$ cat config.mk
export PLATFORM = sky130hd
export DESIGN_NAME = muldiv_unit_flat
export DESIGN_NICKNAME = d
export VERILOG_FILES = /design/src/rtl/muldiv_unit_if.sv /design/src/rtl/muldiv_unit.sv /design/src/flat_wrapper.sv
export SDC_FILE = /design/constraint.sdc
export NUM_CORES = 1
export LEC_CHECK = 0
export CAP_MARGIN = 40
export CORE_MARGIN = 3
export CORE_UTILIZATION = 25
export CTS_CLUSTER_DIAMETER = 120
export DETAILED_ROUTE_END_ITERATION = 12
export PLACE_DENSITY_LB_ADDON = 0.1
export SETUP_SLACK_MARGIN = 0.5
export SLEW_MARGIN = 10
export SYNTH_ARGS = -nofsm -noshare
export SYNTH_HDL_FRONTEND = slang
export SYNTH_SLANG_ARGS = --single-unit
$ cat constraint.sdc
create_clock -name clk -period 14 [get_ports clk]
set_clock_uncertainty 0.15 [all_clocks]
set_input_delay 2.1 -clock clk [delete_from_list [all_inputs] [get_ports clk]]
set_output_delay 2.1 -clock clk [all_outputs]
set_load 0.01 [all_outputs]
$ cat src/rtl/muldiv_unit_if.sv
// Request/response bundle between the core and the iterative RV32M multiply/divide unit.
interface muldiv_unit_if #(
  parameter int XLEN = 32
);
  logic            start;
  logic [2:0]      funct3;
  logic [XLEN-1:0] op_a;
  logic [XLEN-1:0] op_b;
  logic            busy;
  logic            done;
  logic [XLEN-1:0] result;

  modport master (output start, funct3, op_a, op_b, input busy, done, result);
  modport slave  (input start, funct3, op_a, op_b, output busy, done, result);
endinterface

$ cat src/rtl/muldiv_unit.sv
// Iterative RV32M multiply/divide: one bit per cycle on sign-stripped magnitudes,
// sign fix-up in a final cycle, divide-by-zero and signed overflow on a fast path.
module muldiv_unit #(
  parameter int XLEN = 32
) (
  input  logic         clk,
  input  logic         reset,
  muldiv_unit_if.slave bus
);

  localparam int CW = $clog2(XLEN);
  localparam logic [XLEN-1:0] MIN_NEG = {1'b1, {(XLEN-1){1'b0}}};

  typedef enum logic [2:0] {S_IDLE, S_MUL, S_DIV, S_FIX, S_DONE} state_t;

  state_t            state, state_nx;
  logic [2*XLEN-1:0] prod;      // mul: {acc, multiplier}; div: {remainder, quotient}
  logic [XLEN-1:0]   mcand;     // multiplicand or divisor magnitude
  logic [CW-1:0]     count;
  logic [2:0]        f3_q;
  logic              neg_q, sign_a_q;
  logic [XLEN-1:0]   result_q;

  logic              a_signed, b_signed, sign_a_in, sign_b_in;
  logic              is_special, accept;
  logic [XLEN-1:0]   special_res, mag_a, mag_b;
  logic [XLEN:0]     mul_sum, rem_sh, diff;
  logic [2*XLEN-1:0] mul_next, div_next, prod_signed;
  logic [XLEN-1:0]   quo, rem, fix_res;

  // NOTE: every always_comb output gets a default first so no path can infer a latch.
  always_comb begin
    a_signed    = 1'b0;
    b_signed    = 1'b0;
    is_special  = 1'b0;
    special_res = '0;
    if (bus.funct3[2]) begin
      a_signed = ~bus.funct3[0];
      b_signed = ~bus.funct3[0];
    end else begin
      a_signed = (bus.funct3[1:0] != 2'b11);
      b_signed = ~bus.funct3[1];
    end
    if (bus.funct3[2]) begin
      if (bus.op_b == '0) begin
        is_special  = 1'b1;
        special_res = bus.funct3[1] ? bus.op_a : '1;
      end else if (a_signed && bus.op_a == MIN_NEG && bus.op_b == '1) begin
        is_special  = 1'b1;
        special_res = bus.funct3[1] ? '0 : MIN_NEG;
      end
    end
  end

  assign sign_a_in = a_signed & bus.op_a[XLEN-1];
  assign sign_b_in = b_signed & bus.op_b[XLEN-1];
  assign mag_a     = sign_a_in ? -bus.op_a : bus.op_a;
  assign mag_b     = sign_b_in ? -bus.op_b : bus.op_b;
  assign accept    = bus.start && (state == S_IDLE || state == S_DONE);

  // Shift-add step and restoring-divide step share the product register.
  assign mul_sum  = {1'b0, prod[2*XLEN-1:XLEN]} + (prod[0] ? {1'b0, mcand} : '0);
  assign mul_next = {mul_sum, prod[XLEN-1:1]};
  assign rem_sh   = {prod[2*XLEN-1:XLEN], prod[XLEN-1]};
  assign diff     = rem_sh - {1'b0, mcand};
  assign div_next = diff[XLEN] ? {rem_sh[XLEN-1:0], prod[XLEN-2:0], 1'b0}
                               : {diff[XLEN-1:0],   prod[XLEN-2:0], 1'b1};

  always_comb begin
    prod_signed = neg_q ? -prod : prod;
    quo         = prod[XLEN-1:0];
    rem         = prod[2*XLEN-1:XLEN];
    fix_res     = '0;
    if (f3_q[2])
      fix_res = f3_q[1] ? (sign_a_q ? -rem : rem) : (neg_q ? -quo : quo);
    else
      fix_res = (f3_q[1:0] == 2'b00) ? prod_signed[XLEN-1:0] : prod_signed[2*XLEN-1:XLEN];
  end

  // NOTE: sequential state uses non-blocking assignments so every register samples pre-edge values.
  always_ff @(posedge clk or posedge reset) begin
    if (reset) state <= S_IDLE;
    else       state <= state_nx;
  end

  always_comb begin
    state_nx = state;
    unique case (state)
      S_IDLE, S_DONE: begin
        if (bus.start) state_nx = is_special ? S_DONE : (bus.funct3[2] ? S_DIV : S_MUL);
        else           state_nx = S_IDLE;
      end
      S_MUL, S_DIV: if (count == CW'(XLEN-1)) state_nx = S_FIX;
      S_FIX:        state_nx = S_DONE;
      default:      state_nx = S_IDLE;
    endcase
  end

  always_comb begin
    bus.busy = (state == S_MUL) || (state == S_DIV) || (state == S_FIX);
    bus.done = (state == S_DONE);
  end

  // NOTE: datapath registers are reset too, so an aborted operation leaves result at 0.
  always_ff @(posedge clk or posedge reset) begin
    if (reset) begin
      prod     <= '0;
      mcand    <= '0;
      count    <= '0;
      f3_q     <= '0;
      neg_q    <= 1'b0;
      sign_a_q <= 1'b0;
      result_q <= '0;
    end else if (accept) begin
      f3_q     <= bus.funct3;
      neg_q    <= sign_a_in ^ sign_b_in;
      sign_a_q <= sign_a_in;
      count    <= '0;
      prod     <= {{XLEN{1'b0}}, bus.funct3[2] ? mag_a : mag_b};
      mcand    <= bus.funct3[2] ? mag_b : mag_a;
      if (is_special) result_q <= special_res;
    end else begin
      unique case (state)
        S_MUL: begin
          prod  <= mul_next;
          count <= count + 1'b1;
        end
        S_DIV: begin
          prod  <= div_next;
          count <= count + 1'b1;
        end
        S_FIX:   result_q <= fix_res;
        default: ;
      endcase
    end
  end

  assign bus.result = result_q;

endmodule

$ cat src/flat_wrapper.sv
// flat-port wrapper written by rule: the top's interface ports become plain ports
module muldiv_unit_flat 
#(
  parameter int XLEN = 32
)
  (clk, reset, bus_start, bus_funct3, bus_op_a, bus_op_b, bus_busy, bus_done, bus_result);
  muldiv_unit_if #(.XLEN(XLEN)) bus_i ();
  input  logic clk;
  input  logic reset;
  input wire logic [$bits(bus_i.start)-1:0] bus_start;
  input wire logic [$bits(bus_i.funct3)-1:0] bus_funct3;
  input wire logic [$bits(bus_i.op_a)-1:0] bus_op_a;
  input wire logic [$bits(bus_i.op_b)-1:0] bus_op_b;
  output wire logic [$bits(bus_i.busy)-1:0] bus_busy;
  output wire logic [$bits(bus_i.done)-1:0] bus_done;
  output wire logic [$bits(bus_i.result)-1:0] bus_result;
  assign bus_i.start = bus_start;
  assign bus_i.funct3 = bus_funct3;
  assign bus_i.op_a = bus_op_a;
  assign bus_i.op_b = bus_op_b;
  assign bus_busy = bus_i.busy;
  assign bus_done = bus_i.done;
  assign bus_result = bus_i.result;
  muldiv_unit #(.XLEN(XLEN)) u_core (.clk(clk), .reset(reset), .bus(bus_i));
endmodule
# ---- After elaboration in Yosys (flattened, before gate mapping)
# Cells that the tools add are included.
dict set report totals {
  ff_bits 141
  inputBits 70
  word_cells 80
}
dict set report op_classes {
  n_addsub 8
  n_eq_ne 10
  n_mux 34
  n_bitwise 5
  n_reduce_logical 15
}
# cell n
set ops {}
lappend ops {{two-way mux 32 bit} 18}
lappend ops {{two-way mux 64 bit} 3}
lappend ops {{negator 32 bit} 4}
lappend ops {{one-hot mux 64 bit (2 select lines)} 1}
lappend ops {{equality test 32 bit (second input constant)} 2}
lappend ops {{negator 64 bit} 1}
lappend ops {{adder 32 x 33 -> 33 bit} 1}
lappend ops {{subtractor 33 x 32 -> 33 bit} 1}
lappend ops {{logical NOT 32 bit} 1}
lappend ops {{two-way mux 5 bit} 2}
lappend ops {{two-way mux 3 bit} 3}
lappend ops {{one-hot mux 3 bit (3 select lines)} 1}
lappend ops {{equality test 3 x 2 -> 1 bit (second input constant)} 2}
lappend ops {{adder 5 x 1 -> 5 bit (second input constant)} 1}
lappend ops {{equality test 5 bit (second input constant)} 1}
lappend ops {{two-way mux 1 bit} 5}
lappend ops {{!= test 2 x 1 -> 1 bit (second input constant)} 2}
lappend ops {{nonzero test 2 bit} 2}
lappend ops {{OR reduction 2 bit} 2}
lappend ops {{equality test 3 x 1 -> 1 bit (second input constant)} 1}
lappend ops {{equality test 3 bit (second input constant)} 1}
lappend ops {{logical AND 1 bit} 3}
lappend ops {{logical NOT 3 bit} 1}
lappend ops {{logical OR 1 bit} 3}
lappend ops {{other kinds (8)} 10}

# ---- Depth between registers and ports, before layout
dict set report logic_depth {
  word_depth 10
  depth_mapped 15
  ltp_nobuf 14
}

# ---- Worst setup path before layout
# No wires, ideal clock.
dict set report synth_path {
  path_kind {in2reg}
  from {input port bus_op_a[1]}
  to {register u_core.result_q[31], in the netlist u_core.bus.result[31]}
  arrival_time_ps 5095
  setup_slack_ps 8623
  stages 12
  cell_sequence {inv_1 -> ha_1 -> or4b_2 -> nor3_2 -> nand2_1 -> or4_1 -> o41ai_2 -> nand3_1 -> nand2_2 -> o21ai_0 -> a2111oi_0 -> nor2_1}
}
dict set report synth_between {
  elab_chain_len 8
  word_cells_on_any_way 13
  cone_classes {eq/ne: 2; mux: 8; reduce/logical: 3}
}
# element line
set synth_lines {}
lappend synth_lines {{start, declared} flat_wrapper.sv:12} ;# input wire logic [$bits(bus_i.op_a)-1:0] bus_op_a;
lappend synth_lines {{equality test 32 bit *} muldiv_unit.sv:48} ;# end else if (a_signed && bus.op_a == MIN_NEG && bus.op_b == '1) begin
lappend synth_lines {{logical AND 1 bit * (2 in a row)} muldiv_unit.sv:48}
lappend synth_lines {{two-way mux 1 bit / two-way mux 32 bit (equally long branches)} muldiv_unit.sv:48}
lappend synth_lines {{two-way mux 1 bit / two-way mux 32 bit (equally long branches)} muldiv_unit.sv:45} ;# if (bus.op_b == '0) begin
lappend synth_lines {{two-way mux 1 bit / two-way mux 32 bit (equally long branches)} muldiv_unit.sv:44} ;# if (bus.funct3[2]) begin
lappend synth_lines {{!= test 2 x 1 -> 1 bit (no line) / two-way mux 32 bit (equally long branches)} -}
lappend synth_lines {{AND reduction 2 bit (no line) / two-way mux 32 bit (equally long branches)} -}
lappend synth_lines {{end signal, assigned} muldiv_unit.sv:121} ;# if (is_special) result_q <= special_res;
lappend synth_lines {{end signal, assigned} muldiv_unit.sv:132} ;# S_FIX: result_q <= fix_res;
lappend synth_lines {{end, declared} muldiv_unit.sv:22} ;# logic [XLEN-1:0] result_q;
# Every way passes the cells marked *; elsewhere a longest branch is shown, timed or not. The select of a mux whose other input is x is not followed.
# A chain may end at the register's enable or synchronous reset.

# ---- Final worst setup path
dict set report layout_path {
  from {input port bus_op_a[0]}
  to {register u_core.result_q[31], in the netlist u_core.bus.result[31]}
}
# The elaborated chain is that of the path after synthesis.

==> results_tabular.tex <==
\begin{tabular}{lr}
\hline
Metric & Value \\
\hline
\multicolumn{2}{l}{\textbf{Logic synthesis}} \\
\quad Yosys cell types & between 70 and 80 \\
\quad Total of flip-flops plus latches after synthesis & 141 \\
\quad Number of enable flip-flop cells after synthesis & 0 \\
\quad Yosys warning total & 0 \\
\quad Synthesized area per cell & around 7.3 um\^{}2 \\
\quad Register area share after synthesis & 24.34\% \\
\quad Cells after Synth & roughly 2000 \\
\quad Net count of the mapped netlist & 2128 \\
\quad Most instantiated flip-flop cell in the synthesis netlist & sky130\_fd\_sc\_hd\_\_dfrtp\_1 \\
\quad Fraction of post-synthesis cell area in the top cell type by area & 24.34\% \\
\quad Cell taking the most area after synthesis & sky130\_fd\_sc\_hd\_\_dfrtp\_1 \\
\quad Proportion of register bits with asynchronous set or reset after synthesis & 100.0\% \\
\quad Top post-synthesis cells by area & sky130\_fd\_sc\_hd\_\_dfrtp\_1, sky130\_fd\_sc\_hd\_\_o21ai\_0, sky130\_fd\_sc\_hd\_\_xnor2\_1 \\
\quad Mapped cell area & roughly 14000 um\^{}2 \\
\multicolumn{2}{l}{\textbf{Die}} \\
\quad Placeable Area & approximately 57000 um\^{}2 \\
\quad Vert. Die Dim & between 200 and 250 um \\
\quad Total Die Area & about 61000 um\^{}2 \\
\quad Effective utilization at floorplan & $\sim$26\% \\
\quad Die width & roughly 250 um \\
\quad Top-Level Pins & approximately 100 \\
\quad Number of rows in the core area & 87 \\
\multicolumn{2}{l}{\textbf{STA}} \\
\quad Total Negative Setup Slacks & 0 ns \\
\quad Max-slew headroom & 35.19\% \\
\quad Period utilization & between 40 and 50\% \\
\quad Achievable frequency & about 150 MHz \\
\quad Unrepaired setup endpoints after global routing & no \\
\quad Final critical-path required period & around 6.7 ns \\
\quad Worst-Margin Slew & approximately 0.96 ns \\
\quad Endpoints failing setup & 0 \\
\quad Final hold violations & 0 \\
\quad Worst hold slack & 0.3297 ns \\
\quad Final setup margin & between 7 and 8 ns \\
\quad Final max-slew violation count & 0 \\
\multicolumn{2}{l}{\textbf{Flow run}} \\
\quad Maxcap violations & 0 \\
\multicolumn{2}{l}{\textbf{Clock network}} \\
\quad Buffers inserted during post-CTS setup optimization & 0 \\
\quad Register clock-pin slew on the reported worst setup and hold paths & approximately 0.060 ns \\
\quad Clock Tree Buf Depth & 2 \\
\quad CTS tree & yes \\
\quad Worst-Skew Late Latency & around 0.49 ns \\
\quad Number of clock sinks & 141 \\
\quad Clock root buffer & sky130\_fd\_sc\_hd\_\_clkbuf\_16 \\
\quad H-tree lvl count & 4 \\
\quad CTS Buf Count & 17 \\
\quad Post-CTS Hold Fix Bufs & 0 \\
\quad Number of resized instances in the post-cts repair step & 0 \\
\multicolumn{2}{l}{\textbf{Setup path}} \\
\quad Arr. time, crit path & 6.94 ns \\
\quad CP Max Fanout & 30 \\
\quad Kind of capture point of the worst setup path & flop \\
\quad Path type of the worst setup path & in -> reg \\
\quad Crit path launch type & input port \\
\quad Required time of the critical path & between 10 and 15 ns \\
\multicolumn{2}{l}{\textbf{Layout}} \\
\quad Final Net Count & 2156 \\
\quad Cell area after layout & roughly 17000 um\^{}2 \\
\quad Fraction of layout instances using a drive strength above 1 & 5.281\% \\
\quad Area growth from synthesis to final layout & 17.38\% \\
\quad Post-layout instance count excluding filler cells & 2784 \\
\quad Fill cell count & around 6200 \\
\quad Layout Utilization & between 20 and 30\% \\
\multicolumn{2}{l}{\textbf{Power}} \\
\quad Combinational share of power & roughly two thirds \\
\quad Clock share of power & about 11\% \\
\quad Leakage power & 6.779 nW \\
\quad Power Internal & approximately 2.1 mW \\
\quad Highest ir drop seen on vdd & between 0.1 and 0.15 mV \\
\quad Sw Ratio & between 50 and 60\% \\
\quad Final total power & about 4.6 mW \\
\quad Sequential share of power & roughly a fifth \\
\quad Total power density per cell area & $\sim$270 nW/um\^{}2 \\
\quad Switching pwr & about 2.4 mW \\
\multicolumn{2}{l}{\textbf{Outcome}} \\
\quad Outcome & finished clean \\
\multicolumn{2}{l}{\textbf{Place}} \\
\quad Detailed-placement wirelength estimate & between 50000 and 60000 um \\
\quad \# port buffers & about 100 \\
\quad Routability-driven placement congestion ratio & between 0.8 and 0.9 \\
\quad Post-DP Area & 16370 um\^{}2 \\
\quad Pre-CTS worst setup slack & 6.898 ns \\
\quad Cells after DPL & 2750 \\
\multicolumn{2}{l}{\textbf{GRT}} \\
\quad Wire length of the first global-routing pass & between 90000 and 100000 um \\
\quad Number of global-route vias before repair & about 14000 \\
\quad Overall track demand over capacity in global routing & 21.90\% \\
\quad Aggregate global routing overflow & 0 \\
\quad Pin count of the biggest net entering global routing & 73 \\
\quad Number of antenna violations at the first check in global routing & 2 \\
\multicolumn{2}{l}{\textbf{Hold path}} \\
\quad Type of the tightest min-delay check & reg -> reg \\
\multicolumn{2}{l}{\textbf{Routing}} \\
\quad DRC violations left & 0 \\
\quad Post-DR wirelength/cell & 24.12 um \\
\quad Number of vias per cell & 5.452 \\
\quad DRT antenna net count & 0 \\
\quad DR iter-0 viols & $\sim$1600 \\
\quad Routed vias & between 15000 and 20000 \\
\quad Routed WL & 67150 um \\
\quad TritonRoute pass-1 iters & 5 \\
\hline
\end{tabular}
-- worst paths after layout --
kind	start	endpoint	slack, ns	cells past startpoint
worst max-delay path	bus_op_a[0]	u_core.bus.result[31]	7.26	14
worst min-delay path	u_core.bus.result[2]	u_core.bus.result[2]	0.33	2
worst max register to register	u_core.prod[31]	u_core.prod[46]	9.28	14
worst min register to register	u_core.bus.result[2]	u_core.bus.result[2]	0.33	2
max in group asynchronous	reset	u_core.bus.result[4]	10.61	5
min in group asynchronous	reset	u_core.bus.result[8]	1.86	2
-- logic make-up after synthesis --
group	synth area share [%]
adder cells (fa/ha/maj)	6.405
flip-flops	24.34
buffers and inverters	5.300
multiplexers	2.141
AO/OA/AOI/OAI	28.79
XOR/XNOR	12.08
AND/OR/NAND/NOR	20.94
-- layer usage --
layer | vias to the layer above | track usage, % | part of all wire, %
met1 | 7425 | 31.92 | 48
met2 | 511 | 31.77 | 42
li1 | 7183 | - | -
met5 | - | 0 | 0
met3 | 58 | 5.042 | 6.8
met4 | 0 | 6.578 | 2.5
-- sequential cells by signal (all words and copies together), names as in the netlist --
name               flops
u_core.sign_a_q        1
u_core.prod           64
u_core.mcand          32
u_core.state           3
u_core.bus.result     32
u_core.neg_q           1
u_core.f3_q            3
u_core.count           5
-- cell usage after synthesis (all sizes together), types with 17 or more instances --
library cell and number:
a21o 32, o31ai 27, nand3 38, xnor2 120, clkbuf 108, xor2 80, dfrtp 141, or4 20
nand2 257, a31oi 26, a22oi 22, or3 25, inv 70, nand4 20, buf 20, ha 71
mux2i 31, o41ai 17, nor2 170, nor4 17, o211ai 33, nand2b 19, nor3 40, o21ai 225
a21oi 195
-- power by group through the flow --
stage | registers, mW | logic (mW) | clock network (mW)
final | 0.928 | 3.15 | 0.519
after global routing | 0.957 | 3.46 | 0.547
after CTS | 0.925 | 3.13 | 0.535
after detailed placement | 0.931 | 3.12 | 0
after global placement | 0.928 | 3.08 | 0
after floorplan | 0.764 | 2.21 | 0
-- critical path, cell delays in order --
cell and delay, ns:
sky130_fd_sc_hd__clkdlybuf4s50_1 0.49, sky130_fd_sc_hd__inv_1 0.09, sky130_fd_sc_hd__ha_1 0.18, sky130_fd_sc_hd__or4b_2 0.75, sky130_fd_sc_hd__nor3_2 0.33, sky130_fd_sc_hd__nand2_1 0.24, sky130_fd_sc_hd__or4_1 0.58, sky130_fd_sc_hd__o41ai_2 0.47
sky130_fd_sc_hd__nand3_1 0.35, sky130_fd_sc_hd__nand2_2 0.49, sky130_fd_sc_hd__buf_16 0.24, sky130_fd_sc_hd__o21ai_0 0.11, sky130_fd_sc_hd__a2111oi_0 0.43, sky130_fd_sc_hd__nor2_1 0.08
-- cell type report --
type                       instances  area [um^2]  share of cell area [%]
multi-input combinational       1646        10240                   60.20
inverter                          70        267.8                   1.574
clock inverter                     9        157.7                  0.9265
clock buffer                      23        478.0                   2.809
timing repair buffer             137         1389                   8.162
tap                              756        945.9                   5.559
antenna                            2        5.005                 0.02941
sequential                       141         3530                   20.74
-- placed cells by master, fill, tap and decap left out, types with 14 or more instances in the layout --
cell | netlist | routed
sky130_fd_sc_hd__a21o_1 | 32 | 32
sky130_fd_sc_hd__a21oi_1 | 195 | 194
sky130_fd_sc_hd__a22oi_1 | 22 | 22
sky130_fd_sc_hd__a31oi_1 | 26 | 26
sky130_fd_sc_hd__buf_4 | 0 | 27
sky130_fd_sc_hd__clkbuf_16 | 0 | 17
sky130_fd_sc_hd__clkdlybuf4s50_1 | 0 | 102
sky130_fd_sc_hd__dfrtp_1 | 141 | 140
sky130_fd_sc_hd__ha_1 | 71 | 71
sky130_fd_sc_hd__inv_1 | 69 | 68
sky130_fd_sc_hd__mux2i_1 | 31 | 31
sky130_fd_sc_hd__nand2_1 | 256 | 255
sky130_fd_sc_hd__nand2b_1 | 18 | 17
sky130_fd_sc_hd__nand3_1 | 38 | 38
sky130_fd_sc_hd__nand4_1 | 20 | 20
sky130_fd_sc_hd__nor2_1 | 170 | 169
sky130_fd_sc_hd__nor3_1 | 39 | 39
sky130_fd_sc_hd__nor4_1 | 17 | 17
sky130_fd_sc_hd__o211ai_1 | 33 | 33
sky130_fd_sc_hd__o21ai_0 | 220 | 220
sky130_fd_sc_hd__o31ai_1 | 26 | 26
sky130_fd_sc_hd__o41ai_1 | 14 | 14
sky130_fd_sc_hd__or3_1 | 24 | 24
sky130_fd_sc_hd__or4_1 | 17 | 17
sky130_fd_sc_hd__xnor2_1 | 120 | 120
sky130_fd_sc_hd__xor2_1 | 80 | 79
Note: power is estimated with default switching activity, not from simulation.
